`src/rtl/cpu_ctrl_pkg.sv`:
```
// cpu_ctrl_pkg: shared encodings and default MDU latencies for the pipeline stall controller.
package cpu_ctrl_pkg;
    typedef enum logic [1:0] {ST_RUN, ST_MDU, ST_HALT} state_t;
    localparam logic [1:0] PC_SEQ = 2'd0;
    localparam logic [1:0] PC_BR  = 2'd1;
    localparam logic [1:0] PC_EXC = 2'd2;
    localparam int MUL_CYCLES_DEF = 4;
    localparam int DIV_CYCLES_DEF = 8;
endpackage

```
`src/rtl/mdu_cycle_counter.sv`:
```
// mdu_cycle_counter: loadable down-counter that tracks remaining MDU freeze cycles.
module mdu_cycle_counter #(
    parameter int CNT_W = 4
) (
    input  logic             clk,
    input  logic             rst_n,
    input  logic             load,
    input  logic             dec,
    input  logic [CNT_W-1:0] init,
    output logic             zero
);
    logic [CNT_W-1:0] cnt;
    always_ff @(posedge clk) begin
        if (!rst_n) cnt <= '0;
        else if (load) cnt <= init;
        else if (dec && cnt != '0) cnt <= cnt - 1'b1;
    end
    assign zero = (cnt == '0);
endmodule

```
`src/rtl/pipeline_stall_controller.sv`:
```
// pipeline_stall_controller: priority-resolved stall/flush/PC-select sequencer for the 5-stage pipeline.
module pipeline_stall_controller
    import cpu_ctrl_pkg::*;
#(
    parameter int MUL_CYCLES = MUL_CYCLES_DEF,
    parameter int DIV_CYCLES = DIV_CYCLES_DEF,
    parameter int CNT_W      = 4
) (
    input  logic       clk,
    input  logic       rst_n,
    input  logic       hd_stall,
    input  logic       ex_branch_taken,
    input  logic       ex_overflow,
    input  logic       ex_mdu_start,
    input  logic       ex_mdu_is_div,
    input  logic       id_halt,
    input  logic       resume,
    output logic       pc_write,
    output logic       if_id_write,
    output logic       if_id_flush,
    output logic       id_ex_write,
    output logic       id_ex_flush,
    output logic       ex_mem_bubble,
    output logic [1:0] pc_sel,
    output logic       mdu_done,
    output logic       halted,
    output logic       exc_flag
);
    state_t state, state_nx;
    logic cnt_load, cnt_dec, cnt_zero, exc_set;
    logic [CNT_W-1:0] cnt_init;

    // The start cycle is itself a freeze cycle, so the counter holds N-2 remaining freezes.
    assign cnt_init = ex_mdu_is_div ? CNT_W'(DIV_CYCLES - 2) : CNT_W'(MUL_CYCLES - 2);

    mdu_cycle_counter #(.CNT_W(CNT_W)) u_cnt (
        .clk  (clk),
        .rst_n(rst_n),
        .load (cnt_load),
        .dec  (cnt_dec),
        .init (cnt_init),
        .zero (cnt_zero)
    );

    always_ff @(posedge clk) begin
        if (!rst_n) begin
            state    <= ST_RUN;
            exc_flag <= 1'b0;
        end else begin
            state <= state_nx;
            if (exc_set) exc_flag <= 1'b1;
        end
    end

    always_comb begin
        pc_write      = 1'b1;
        if_id_write   = 1'b1;
        if_id_flush   = 1'b0;
        id_ex_write   = 1'b1;
        id_ex_flush   = 1'b0;
        ex_mem_bubble = 1'b0;
        pc_sel        = PC_SEQ;
        mdu_done      = 1'b0;
        halted        = 1'b0;
        state_nx      = state;
        cnt_load      = 1'b0;
        cnt_dec       = 1'b0;
        exc_set       = 1'b0;
        case (state)
            ST_RUN: begin
                if (ex_overflow) begin
                    pc_sel        = PC_EXC;
                    if_id_flush   = 1'b1;
                    id_ex_flush   = 1'b1;
                    ex_mem_bubble = 1'b1;
                    exc_set       = 1'b1;
                end else if (ex_branch_taken) begin
                    pc_sel      = PC_BR;
                    if_id_flush = 1'b1;
                    id_ex_flush = 1'b1;
                end else if (ex_mdu_start) begin
                    pc_write      = 1'b0;
                    if_id_write   = 1'b0;
                    id_ex_write   = 1'b0;
                    ex_mem_bubble = 1'b1;
                    cnt_load      = 1'b1;
                    state_nx      = ST_MDU;
                end else if (id_halt || hd_stall) begin
                    pc_write    = 1'b0;
                    if_id_write = 1'b0;
                    id_ex_flush = 1'b1;
                    if (id_halt) state_nx = ST_HALT;
                end
            end
            ST_MDU: begin
                if (!cnt_zero) begin
                    pc_write      = 1'b0;
                    if_id_write   = 1'b0;
                    id_ex_write   = 1'b0;
                    ex_mem_bubble = 1'b1;
                    cnt_dec       = 1'b1;
                end else begin
                    mdu_done = 1'b1;
                    state_nx = ST_RUN;
                end
            end
            ST_HALT: begin
                halted      = 1'b1;
                pc_write    = 1'b0;
                if_id_write = 1'b0;
                id_ex_flush = 1'b1;
                if (resume) state_nx = ST_RUN;
            end
            default: state_nx = ST_RUN;
        endcase
        if (!rst_n) begin
            pc_write      = 1'b0;
            if_id_write   = 1'b0;
            id_ex_write   = 1'b0;
            if_id_flush   = 1'b1;
            id_ex_flush   = 1'b1;
            ex_mem_bubble = 1'b1;
            pc_sel        = PC_SEQ;
            mdu_done      = 1'b0;
            halted        = 1'b0;
        end
    end
endmodule

```
`config.mk`:
```
export PLATFORM = sky130hd
export DESIGN_NAME = pipeline_stall_controller
export DESIGN_NICKNAME = d
export VERILOG_FILES = /design/src/rtl/cpu_ctrl_pkg.sv /design/src/rtl/mdu_cycle_counter.sv /design/src/rtl/pipeline_stall_controller.sv
export SDC_FILE = /design/constraint.sdc
export NUM_CORES = 1
export LEC_CHECK = 0
export BUFFER_PORTS_ARGS = -buffer_cell sky130_fd_sc_hd__buf_4
export CAP_MARGIN = 10
export CELL_PAD_IN_SITES_DETAIL_PLACEMENT = 0
export CELL_PAD_IN_SITES_GLOBAL_PLACEMENT = 1
export CORE_MARGIN = 4
export CORE_UTILIZATION = 28
export DETAILED_ROUTE_END_ITERATION = 10
export PLACE_DENSITY_LB_ADDON = 0.1
export SETUP_SLACK_MARGIN = 0.05
export SYNTH_ARGS = -nofsm -noshare
export SYNTH_HDL_FRONTEND = slang
export SYNTH_SLANG_ARGS = --single-unit
```
`constraint.sdc`:
```
create_clock -name clk -period 1.36 [get_ports clk]
set_input_delay 0.204 -clock clk [delete_from_list [all_inputs] [get_ports clk]]
set_output_delay 0.204 -clock clk [all_outputs]
set_load 0.02 [all_outputs]
```
Word-level counts from Yosys, hierarchy flattened
Cells that the tools add are included.

Register bits: 7. Bits in latches: 0. Bits in writable memories: 0. Bits in read-only memories: 0. Bits of input ports: 9. Output and inout bits: 11. Logic and storage cells: 71. Memories kept: 0.

Add/sub/neg operators: 1. Multiply operators: 0. Div/mod/pow operators: 0. Magnitude comparators: 0. Equality and inequality tests: 8. Shift-type cells: 0. Mux-type cells: 52. Bitwise logic cells: 0. Reduce and logical (&&, ||, !) cells: 7.

Operators with widths (number): 2-to-1 mux 1 bit (34); 2-to-1 mux 2 bit (10); 2-to-1 mux 4 bit (2); != test 2 bit (second input constant) (4); != test 3 bit (second input constant) (2); case mux 1 bit (2 select lines) (3); case mux 2 bit (3 select lines) (1); AND reduction 6 bit (1); logical NOT 4 bit (1); nonzero test 4 bit (1); subtractor 4 x 1 -> 4 bit (second input constant) (1); 2-to-1 mux 3 bit (1); case mux 1 bit (3 select lines) (1); == test 2 x 1 -> 1 bit (second input constant) (1); == test 2 bit (second input constant) (1); logical NOT 2 bit (1); nonzero test 2 bit (1); logical AND 1 bit (1); logical OR 1 bit (1).

Longest topological paths before layout
Gate-level depths: netlist (run 1).

Depth after elaboration: 7. Gate-level depth with buffers: 6. Mapped depth without buffers: 5.

Cells and area by module
A second synthesis (run 1) with hierarchy kept.

Cell total of the unflattened synthesis: 67. Area, all modules: 524.3 sq um.

Modules (own cells, without submodules): pipeline_stall_controller (instances 1, cells each 36, area each 267.8 sq um, seq. area each 60.1 sq um); mdu_cycle_counter (instances 1, cells each 31, area each 256.5 sq um, seq. area each 80.1 sq um).

Worst setup path before layout (run 1)
Ideal clock, no wire load.

Path kind: reg-to-output. Start: reg u_cnt.cnt[0]. End: out mdu_done. Arrival: 1.522 ns. Data required time: 1.156 ns. Setup slack: -0.366 ns. Cell stages (with the launch flop): 5. Buffers on the path: 0. Path through: dfxtp_1 inv_1 ha_1 or3b_2 nor3_1.

Cells in the longest elaborated chain, start to end: 4.

Ends and longest elaborated chain: from (decl) (RTL line mdu_cycle_counter.sv:12) `logic [CNT_W-1:0] cnt;`; from (signal assigned) (RTL line mdu_cycle_counter.sv:15) `else if (load) cnt <= init;`; from (signal assigned) (RTL line mdu_cycle_counter.sv:16) `else if (dec && cnt != '0) cnt <= cnt - 1'b1;`; logical NOT 4 bit (RTL line mdu_cycle_counter.sv:18) `assign zero = (cnt == '0);`; 2-to-1 mux 1 bit (RTL line pipeline_stall_controller.sv:96) `if (!cnt_zero) begin`; 2-to-1 mux 1 bit (RTL line pipeline_stall_controller.sv:69) `case (state)`; 2-to-1 mux 1 bit (RTL line pipeline_stall_controller.sv:116) `if (!rst_n) begin`; to (decl) (RTL line pipeline_stall_controller.sv:25) `output logic mdu_done,`.

No other way between the ends.

Worst setup path after layout (run 1)
Start: reg u_cnt.cnt[1]. End: out mdu_done.

Same word-level chain as after synthesis.

==> results.cfg, run 1 <==
[status]
run_status = finished with violations
violations_in_the_final_reports = negative setup slack

[synthesis]
netlist_top_cells_area = sky130_fd_sc_hd__dfxtp_1 28%, sky130_fd_sc_hd__o21ai_0 6.1%, sky130_fd_sc_hd__ha_1 5.1%
asyncSetResetFlopFracSynth = 0
syn-instance-count = 62
synth_seq_area_share = 0.283
synth_largest_type_area_fraction = 0.283
ys_seq_elements = 7
synth_common_cells = 7 x sky130_fd_sc_hd__dfxtp_1, 6 x sky130_fd_sc_hd__nor2_1, 6 x sky130_fd_sc_hd__o21ai_0
yosys_warnings = 0
synthMostInstantiatedCell = sky130_fd_sc_hd__dfxtp_1
syn-mean-instance-area_um2 = 7.99
primary_ff_master_synth = sky130_fd_sc_hd__dfxtp_1
post_synth_instance_area_um2 = 495
synthDominantAreaCellType = sky130_fd_sc_hd__dfxtp_1
mappedNetlistNets = 73
edff_count_synth = 0
post_synth_cell_types = 29

[min_path]
worst_hold_path.num_cells = 2
holdCritStartpoint = rst_n
min-delay-path-class = input port to flip-flop
hold_end = state[0]$_SDFFE_PN0P_

[timing]
fin_ws_ns = -0.304
finalSetupViolCount = 11
slew_headroom = 0.749
clock-skew-final_ns = 0.00223
period_minus_slack_ns = 1.66
timing.final.crit_share = 1.22
hold_viol_final = 0
fmax_mhz = 601
worst_pin_slew_ns = 0.371
hold-worst-slack_ns = 0.239
rsz_0062_raised_after_global_routing = true
final_max_slew_viol_count = 0

[drt]
drt_first_pass_iters = 4
routed_via_density = 4.86
drc_violation_count_after_routing = 0
route.detailed.wl_per_inst_um = 12.8
antenna_left = 0
vias = 622
wl_mm = 1.64
drt-initial-drc-count = 16

[die]
top_level_ports = 20
floorplan.initialDensity = 0.311
placeable_core_region_um2 = 1590
rows = 14
chipHeight_um = 50.1
design.die.area_um2 = 2510
die_w_um = 50.1

[worst_setup_path]
crit_chain = inv_2 -> ha_4 -> or3b_4 -> nor3_4 -> buf_6
timing.critical_path.max_delay_family = simple AND/OR/NAND/NOR gates
rr_startpoint = u_cnt.cnt[0]$_SDFFE_PN0P_
critical_path.endpoint_type = output port
worst-r2r-setup-slack_ns = -0.15
cp_slowest_stage_delay_ns = 0.39
r2r_cells = 4
timing.critical_path.fanout_max = 4
setup.worst_path.start_class = flip-flop
critPathKind = flip-flop to output port
worst_ep_required_time_ns = 1.16
reg2reg_to = u_cnt.cnt[3]$_SDFFE_PN0P_
critical_path_arrival_ns = 1.46
critPathSlowestCell = sky130_fd_sc_hd__or3b_4
critPathBufInv = 2

[place]
io_buffers = 19
detailedPlacementHpwl_mm = 1.19
globalplace.congestion = 0.757
place_worst_setup_slack_ns = -0.0872

[cts]
cts_tree = done
post_cts_hold_buffer_count = 0
clock_tree.root_cell = sky130_fd_sc_hd__clkbuf_4
cts_inserted_buffers = 3
clk-insertion-delay-late_ns = 0.26
buffer_depth_of_the_longest_clock_path = 2
clkSlewWorstSetupHoldPaths_ns = 0.06
cts_num_sinks = 7
cts-htree-levels = 1

[layout]
final_layout_size_suffix_gt1_frac = 0.654
fillCellCount = 139
fin_nets = 116
insertedDiodeCount = 0
layout_overhead_on_the_synthesized_area_pct = 106

[global_route]
gr-total-overflow = 0
grt_antenna_before_repair = 0
maximum_number_of_pins_on_one_net_before_global_route_repair = 10
grt.met1_usage = 0.170
grt_util_met3 = 0.0663
grt_use_total = 0.135
grt_first_pass_wirelength_mm = 2.56
busiest_layer = met2
global_route.usage.met2 = 0.196
first_global_vias = 563

[power]
power_density_nw_per_um2 = 668
static-leakage-power_nw = 0.433
peakVddDrop_uv = 534

[flow_run]
max_cap_violations = 0
-- per-stage QoR --
| step | std cells | total power, mW | cell area [µm²] | setup TNS [ns] | utilization |
|---|---|---|---|---|---|
| after floorplan | 62 | 0.341 | 548 | -0.0502 | - |
| after global placement | 117 | 0.436 | 807 | -0.179 | 0.506 |
| after detailed placement | 117 | 0.435 | 807 | -0.191 | 0.506 |
| after CTS | 127 | 0.672 | 970 | -1.55 | 0.608 |
| after global routing | 128 | 0.724 | 1020 | -2.38 | 0.641 |
| final | 128 | 0.683 | 1020 | -1.63 | 0.641 |
-- layout by cell type, fill, tap and decap left out, types with 2 or more instances in the layout --
master | netlist | layout
sky130_fd_sc_hd__a211oi_2 | 0 | 2
sky130_fd_sc_hd__a21oi_1 | 4 | 3
sky130_fd_sc_hd__and3_1 | 2 | 2
sky130_fd_sc_hd__buf_4 | 2 | 28
sky130_fd_sc_hd__buf_6 | 0 | 11
sky130_fd_sc_hd__clkbuf_4 | 0 | 3
sky130_fd_sc_hd__dfxtp_1 | 7 | 3
sky130_fd_sc_hd__dfxtp_2 | 0 | 2
sky130_fd_sc_hd__dfxtp_4 | 0 | 2
sky130_fd_sc_hd__ha_4 | 0 | 2
sky130_fd_sc_hd__inv_2 | 0 | 2
sky130_fd_sc_hd__nand2b_1 | 2 | 2
sky130_fd_sc_hd__nor2_1 | 6 | 4
sky130_fd_sc_hd__nor2_4 | 0 | 2
sky130_fd_sc_hd__nor2b_1 | 3 | 3
sky130_fd_sc_hd__nor4b_1 | 2 | 2
sky130_fd_sc_hd__o21ai_0 | 6 | 4
-- layout make-up --
class | instances | area [µm²] | area share
inverter | 4 | 17.5 | 0.0171
timing repair buffer | 40 | 354 | 0.346
multi-input combinational | 49 | 443 | 0.433
tap | 24 | 30.0 | 0.0294
sequential | 7 | 150 | 0.147
clock buffer | 3 | 22.5 | 0.0220
clock inverter | 1 | 5.00 | 0.00490
-- how the worst max path moves through the flow --
stage | end | cells past startpoint | from
after floorplan | mdu_done | 4 | u_cnt.cnt[1]$_SDFFE_PN0P_
after global placement | mdu_done | 5 | u_cnt.cnt[1]$_SDFFE_PN0P_
after detailed placement | mdu_done | 5 | u_cnt.cnt[1]$_SDFFE_PN0P_
after CTS | if_id_write | 6 | u_cnt.cnt[1]$_SDFFE_PN0P_
after global routing | mdu_done | 5 | u_cnt.cnt[1]$_SDFFE_PN0P_
final | mdu_done | 5 | u_cnt.cnt[1]$_SDFFE_PN0P_
-- report_power, final --
part           switching [mW]  internal [mW]  total, mW  leakage (nW)
Sequential            0.00971          0.212      0.221        0.0596
Combinational           0.117          0.146      0.263         0.356
Clock                  0.0902          0.108      0.198        0.0177
Total                   0.217          0.466      0.683         0.433
-- flip-flops by register name, indices dropped and copies added, names as in the netlist --
signal,flops
exc_flag,1
u_cnt.cnt,4
state,2
-- logic make-up after synthesis --
kind of cell / count (synthesis) / share of synthesized area
compound gates: 20 / 0.273
buf+inv: 6 / 0.0606
flops: 7 / 0.283
fa+ha+maj: 2 / 0.0505
simple gates: 27 / 0.333
-- what timing repair did --
| action | in CTS | in global routing |
|---|---|---|
| pin swaps | 10 | 4 |
| buffers inserted | 7 | 3 |
| endpoints found under the setup margin | 13 | 14 |
| gates resized for setup | 25 | 9 |
-- per-layer routing --
layer / vias to the layer above / part of all wire
met4: 0 / 0.013
met3: 4 / 0.053
li1: 319 / -
met2: 16 / 0.46
met1: 283 / 0.47
met5: - / 0
(Power assumes the default switching activity.)
==> run 2, diff against run 1 <==
- CORE_MARGIN: 4 -> unset
==> run 2 against run 1 <==
Against the previous run: the run still ends with negative setup slack left; sequential share of layout area is 0.35 points higher; via count increased by 7.7%; register-to-register slack better by 0.07 ns; die area shrank 23%; critical path depth unchanged; sequential power about the same; clock-buffer cell count up 1; maximum frequency grew 2.0%; final area down 2.3%; clock skew decreased by 0.0016 ns; clock power down 2%; largest cell class unchanged; highest routed layer unchanged.
==> results.cfg, run 2 (synthesis gave the netlist of run 1 again) <==
[cts]
cts_tree = done
post_cts_hold_buffer_count = 0
buffer_depth_of_the_longest_clock_path = 2
clkSlewWorstSetupHoldPaths_ns = 0.05
cts-htree-levels = 1
clock_tree.root_cell = sky130_fd_sc_hd__clkbuf_4
clk-insertion-delay-late_ns = 0.25
cts_num_sinks = 7
cts_inserted_buffers = 3

[worst_setup_path]
timing.critical_path.fanout_max = 3
crit_start = u_cnt.cnt[0]$_SDFFE_PN0P_
rr_startpoint = u_cnt.cnt[0]$_SDFFE_PN0P_
crit_chain = inv_2 -> ha_4 -> or3b_4 -> nor3_4 -> buf_6
worst_ep_required_time_ns = 1.16
critical_path.endpoint_type = output port
setup.worst_path.start_class = flip-flop
timing.critical_path.max_delay_family = simple AND/OR/NAND/NOR gates
cp_slowest_stage_delay_ns = 0.40
critical_path_arrival_ns = 1.43
critPathBufInv = 2
critPathKind = flip-flop to output port
critPathSlowestCell = sky130_fd_sc_hd__or3b_4

[drt]
route.detailed.wl_per_inst_um = 15.0
routed_via_density = 5.63
drc_violation_count_after_routing = 0
met1Wirelength_um = 817
vias = 670
wl_met3_um = 70
drt-initial-drc-count = 15
wl_mm = 1.79
dr_wl_met2_um = 871
drt_first_pass_iters = 6
antenna_left = 0
highest-signal-layer = met4

[timing]
clock-skew-final_ns = 0.000624
final.setup.tns_ns = -1.73
period_minus_slack_ns = 1.63
rsz_0062_raised_after_global_routing = true
slew_headroom = 0.735
fmax_mhz = 613
fin_ws_ns = -0.271
finalSetupViolCount = 11
final_max_slew_viol_count = 0
hold_viol_final = 0
worst_pin_slew_ns = 0.392
timing.final.crit_share = 1.20

[place]
detailed_place.area_um2 = 790
globalplace.congestion = 0.795
detailedPlacementHpwl_mm = 1.15
io_buffers = 19
place_worst_setup_slack_ns = -0.0922

[power]
combinationalPowerShare = 0.387
power_spent_charging_and_discharging_nets_mw = 0.211
switching_share = 0.312
power.share.sequential = 0.327
peakVddDrop_uv = 405
report.power.total_mw = 0.677
power_density_nw_per_um2 = 678
p_int_mw = 0.466
static-leakage-power_nw = 0.430
power.clock.fraction = 0.286

[layout]
largest-register = u_cnt.cnt
most-common-layout-cells = 27 x sky130_fd_sc_hd__buf_4, 12 x sky130_fd_sc_hd__buf_6, 5 x sky130_fd_sc_hd__nor2_1, 4 x sky130_fd_sc_hd__o21ai_0
largest_reg_flops = 4
insertedDiodeCount = 0
final_layout_size_suffix_gt1_frac = 0.660
largest_registers_in_the_final_layout = u_cnt.cnt x4, state x2, exc_flag x1
layout_overhead_on_the_synthesized_area_pct = 102
postLayoutCellArea_um2 = 998
layout.cells.most_common = sky130_fd_sc_hd__buf_4
fin_nets = 115

[global_route]
grt_first_pass_wirelength_mm = 2.60
grt_antenna_before_repair = 0
grt_use_total = 0.180
gr-total-overflow = 0
first_global_vias = 599
maximum_number_of_pins_on_one_net_before_global_route_repair = 10

[die]
design.die.area_um2 = 1940
top_level_ports = 20
chipHeight_um = 44.1
placeable_core_region_um2 = 1580
floorplan.initialDensity = 0.314
die_w_um = 44.1
rows = 14

[min_path]
holdCritStartpoint = rst_n
min-delay-path-class = input port to flip-flop

[status]
violations_in_the_final_reports = negative setup slack
run_status = finished with violations

[flow_run]
max_cap_violations = 0
## run 2: final cells by class
cell class / instances / area, µm²
Clock buffer: 4 / 26.3
Fill cell: 136 / 578
Multi-Input combinational cell: 49 / 447
Sequential cell: 7 / 150
Timing Repair Buffer: 39 / 338
Tap cell: 16 / 20.0
Inverter: 4 / 17.5
## run 2: final timing paths
| path | end | slack [ns] | depth (start not counted) |
|---|---|---|---|
| worst max-delay path | mdu_done | -0.27 | 5 |
| worst min-delay path | state[0]$_SDFFE_PN0P_ | 0.25 | 2 |
| worst max register to register | u_cnt.cnt[3]$_SDFFE_PN0P_ | -0.08 | 4 |
| worst min register to register | exc_flag$_SDFFE_PN0P_ | 0.47 | 2 |
## run 2: per-layer routing
layer  track usage  up-vias
li1              -      316
met1         0.245      331
met2         0.285       19
met3        0.0122        4
met4        0.0909        0
met5             0        -
## run 2: stage by stage
stage / utilization / hold WS [ns] / std cells
4_1_cts: 0.563 / 0.236 / 114
6_report: 0.633 / 0.251 / 119
3_3_place_gp: 0.501 / 0.451 / 108
2_1_floorplan: - / 0.322 / 62
5_1_grt: 0.633 / 0.266 / 119
3_5_place_dp: 0.501 / 0.467 / 108
## run 2: worst register-to-register path, delay by kind of cell, from the launching register on
family | cells | cell delay (ns)
flops | 1 | 0.32
compound gates | 1 | 0.12
buf+inv | 1 | 0.13
simple gates | 2 | 0.81
## run 2: what timing repair did
| item | in CTS | in global routing |
|---|---|---|
| gates resized for setup | 18 | 18 |
| pin swaps | 8 | 7 |
| cloned | 0 | 0 |
| setup buffers | 3 | 6 |
| endpoints found under the setup margin | 13 | 12 |
## run 2: power by group through the flow
stage	logic, mW	clock network [mW]	registers (mW)
final	0.262	0.194	0.221
after CTS	0.224	0.198	0.222
after global placement	0.207	0	0.227
after detailed placement	0.207	0	0.227
after floorplan	0.113	0	0.228
after global routing	0.280	0.206	0.222
==> run 3, diff against run 2 <==
- SKIP_CTS_REPAIR_TIMING: unset -> 1
==> run 3 against run 2 <==
Against the previous run: the run still ends with negative setup slack left; final cell count down 3.4%; clock-buffer cell count unchanged; worst hold slack better by 0.0021 ns; clock skew about the same; final area down 6.0%; largest cell class unchanged; first-iteration DRC count down 40%; register-to-register slack worse by 0.20 ns; maximum frequency down 1.3%; sequential share of layout area up 0.96 points; utilization down 3.8 points; die area unchanged; non-clock buffer count down 4.
==> results.cfg, run 3 (synthesis gave the netlist of run 1 again) <==
[place]
io_buffers = 19
detailedPlacementHpwl_mm = 1.15
place_worst_setup_slack_ns = -0.0922
globalplace.congestion = 0.795

[drt]
vias = 631
wl_mm = 1.61
routed_via_density = 5.49
drt_first_pass_iters = 6
drc_violation_count_after_routing = 0
route.detailed.wl_per_inst_um = 14.0
antenna_left = 0
drt-initial-drc-count = 9

[timing]
timing.final.crit_share = 1.21
hold_viol_final = 0
fmax_mhz = 605
rsz_0062_raised_after_global_routing = true
fin_ws_ns = -0.292
final_max_slew_viol_count = 0
slew_headroom = 0.758
final.setup.tns_ns = -1.54
clock-skew-final_ns = 0.000753
worst_pin_slew_ns = 0.359
finalSetupViolCount = 7
period_minus_slack_ns = 1.65
hold-worst-slack_ns = 0.253

[layout]
sequential_cell_area_um2 = 150
final_layout_size_suffix_gt1_frac = 0.606
layout_overhead_on_the_synthesized_area_pct = 89.4
insertedDiodeCount = 0
multiInputGateArea_um2 = 427
fin_nets = 111
utilization = 0.595
largest-register = u_cnt.cnt
most-common-layout-cells = 26 x sky130_fd_sc_hd__buf_4, 8 x sky130_fd_sc_hd__buf_6, 5 x sky130_fd_sc_hd__nor2_1, 4 x sky130_fd_sc_hd__o21ai_0
fillCellCount = 152
largest_registers_in_the_final_layout = u_cnt.cnt x4, state x2, exc_flag x1
layout.cells.most_common = sky130_fd_sc_hd__buf_4
largest_reg_flops = 4

[status]
violations_in_the_final_reports = negative setup slack
run_status = finished with violations

[die]
design.die.area_um2 = 1940
die_w_um = 44.1
placeable_core_region_um2 = 1580
floorplan.initialDensity = 0.314
chipHeight_um = 44.1
rows = 14
top_level_ports = 20

[min_path]
worst_hold_path.num_cells = 2
min-delay-path-class = input port to flip-flop
holdCritStartpoint = rst_n
hold_end = state[0]$_SDFFE_PN0P_

[flow_run]
max_cap_violations = 0

[global_route]
first_global_vias = 583
grt_first_pass_wirelength_mm = 2.48
grt_use_total = 0.169
maximum_number_of_pins_on_one_net_before_global_route_repair = 10
grt_antenna_before_repair = 0
gr-total-overflow = 0

[worst_setup_path]
worst-r2r-setup-slack_ns = -0.28
setup.worst_path.start_class = flip-flop
critPathSlowestCell = sky130_fd_sc_hd__or3b_4
critical_path.endpoint_type = output port
cp_slowest_stage_delay_ns = 0.41
critPathKind = flip-flop to output port
crit_chain = inv_2 -> ha_4 -> or3b_4 -> nor3_4 -> buf_6
critical_path_arrival_ns = 1.45
reg2reg_to = u_cnt.cnt[3]$_SDFFE_PN0P_
rr_startpoint = u_cnt.cnt[1]$_SDFFE_PN0P_
timing.critical_path.fanout_max = 3
worst_ep_required_time_ns = 1.16
r2r_cells = 5

[power]
peakVddDrop_uv = 405
static-leakage-power_nw = 0.402
report.power.total_mw = 0.655
power_density_nw_per_um2 = 698

[cts]
cts-htree-levels = 1
cts_tree = done
cts_num_sinks = 7
buffer_depth_of_the_longest_clock_path = 2
cts_inserted_buffers = 3
clock_tree.root_cell = sky130_fd_sc_hd__clkbuf_4
clkSlewWorstSetupHoldPaths_ns = 0.05
clk-insertion-delay-late_ns = 0.25
run 3: changes by cell type in the layout (fill, tap and decap cells not counted), sizes merged:
cell | previous run | this run
buf | 39 | 35
run 3: report_power, final:
group          switching (mW)  internal (mW)  leakage, nW
logic                   0.111          0.133        0.328
registers              0.0102          0.212       0.0596
clock network          0.0773          0.112       0.0150
total                   0.199          0.456        0.402
run 3: worst max-delay path: cells and delay by family (launching register included):
kind,cells,cell delay [ns]
flops,1,0.32
fa+ha+maj,1,0.14
buf+inv,2,0.20
simple gates,2,0.54
run 3: metal layers:
| layer | GRT usage | share of wire |
|---|---|---|
| met5 | 0 | 0 |
| met4 | 0.0909 | 0.018 |
| met3 | 0.0122 | 0.045 |
| met2 | 0.265 | 0.47 |
| met1 | 0.232 | 0.46 |
run 3: worst max-delay path by stage:
stage | from | end | slack (ns) | cells past startpoint
after floorplan | u_cnt.cnt[1]$_SDFFE_PN0P_ | mdu_done | -0.03 | 4
after global placement | u_cnt.cnt[1]$_SDFFE_PN0P_ | mdu_done | -0.08 | 5
after detailed placement | u_cnt.cnt[1]$_SDFFE_PN0P_ | mdu_done | -0.09 | 5
after CTS | u_cnt.cnt[1]$_SDFFE_PN0P_ | mdu_done | -0.37 | 5
after global routing | u_cnt.cnt[0]$_SDFFE_PN0P_ | pc_write | -0.35 | 6
final | u_cnt.cnt[0]$_SDFFE_PN0P_ | mdu_done | -0.29 | 5
run 3: stage by stage:
step	area [µm²]	cells
after floorplan	548	62
final	938	115
after detailed placement	790	108
after global routing	938	115
after global placement	790	108
after CTS	816	112
run 3: area by class of cell:
class	instances	share of cell area
sequential	7	0.160
inverter	4	0.0160
tap	16	0.0213
clock buffer	4	0.0280
multi-input combinational	49	0.455
timing repair buffer	35	0.320
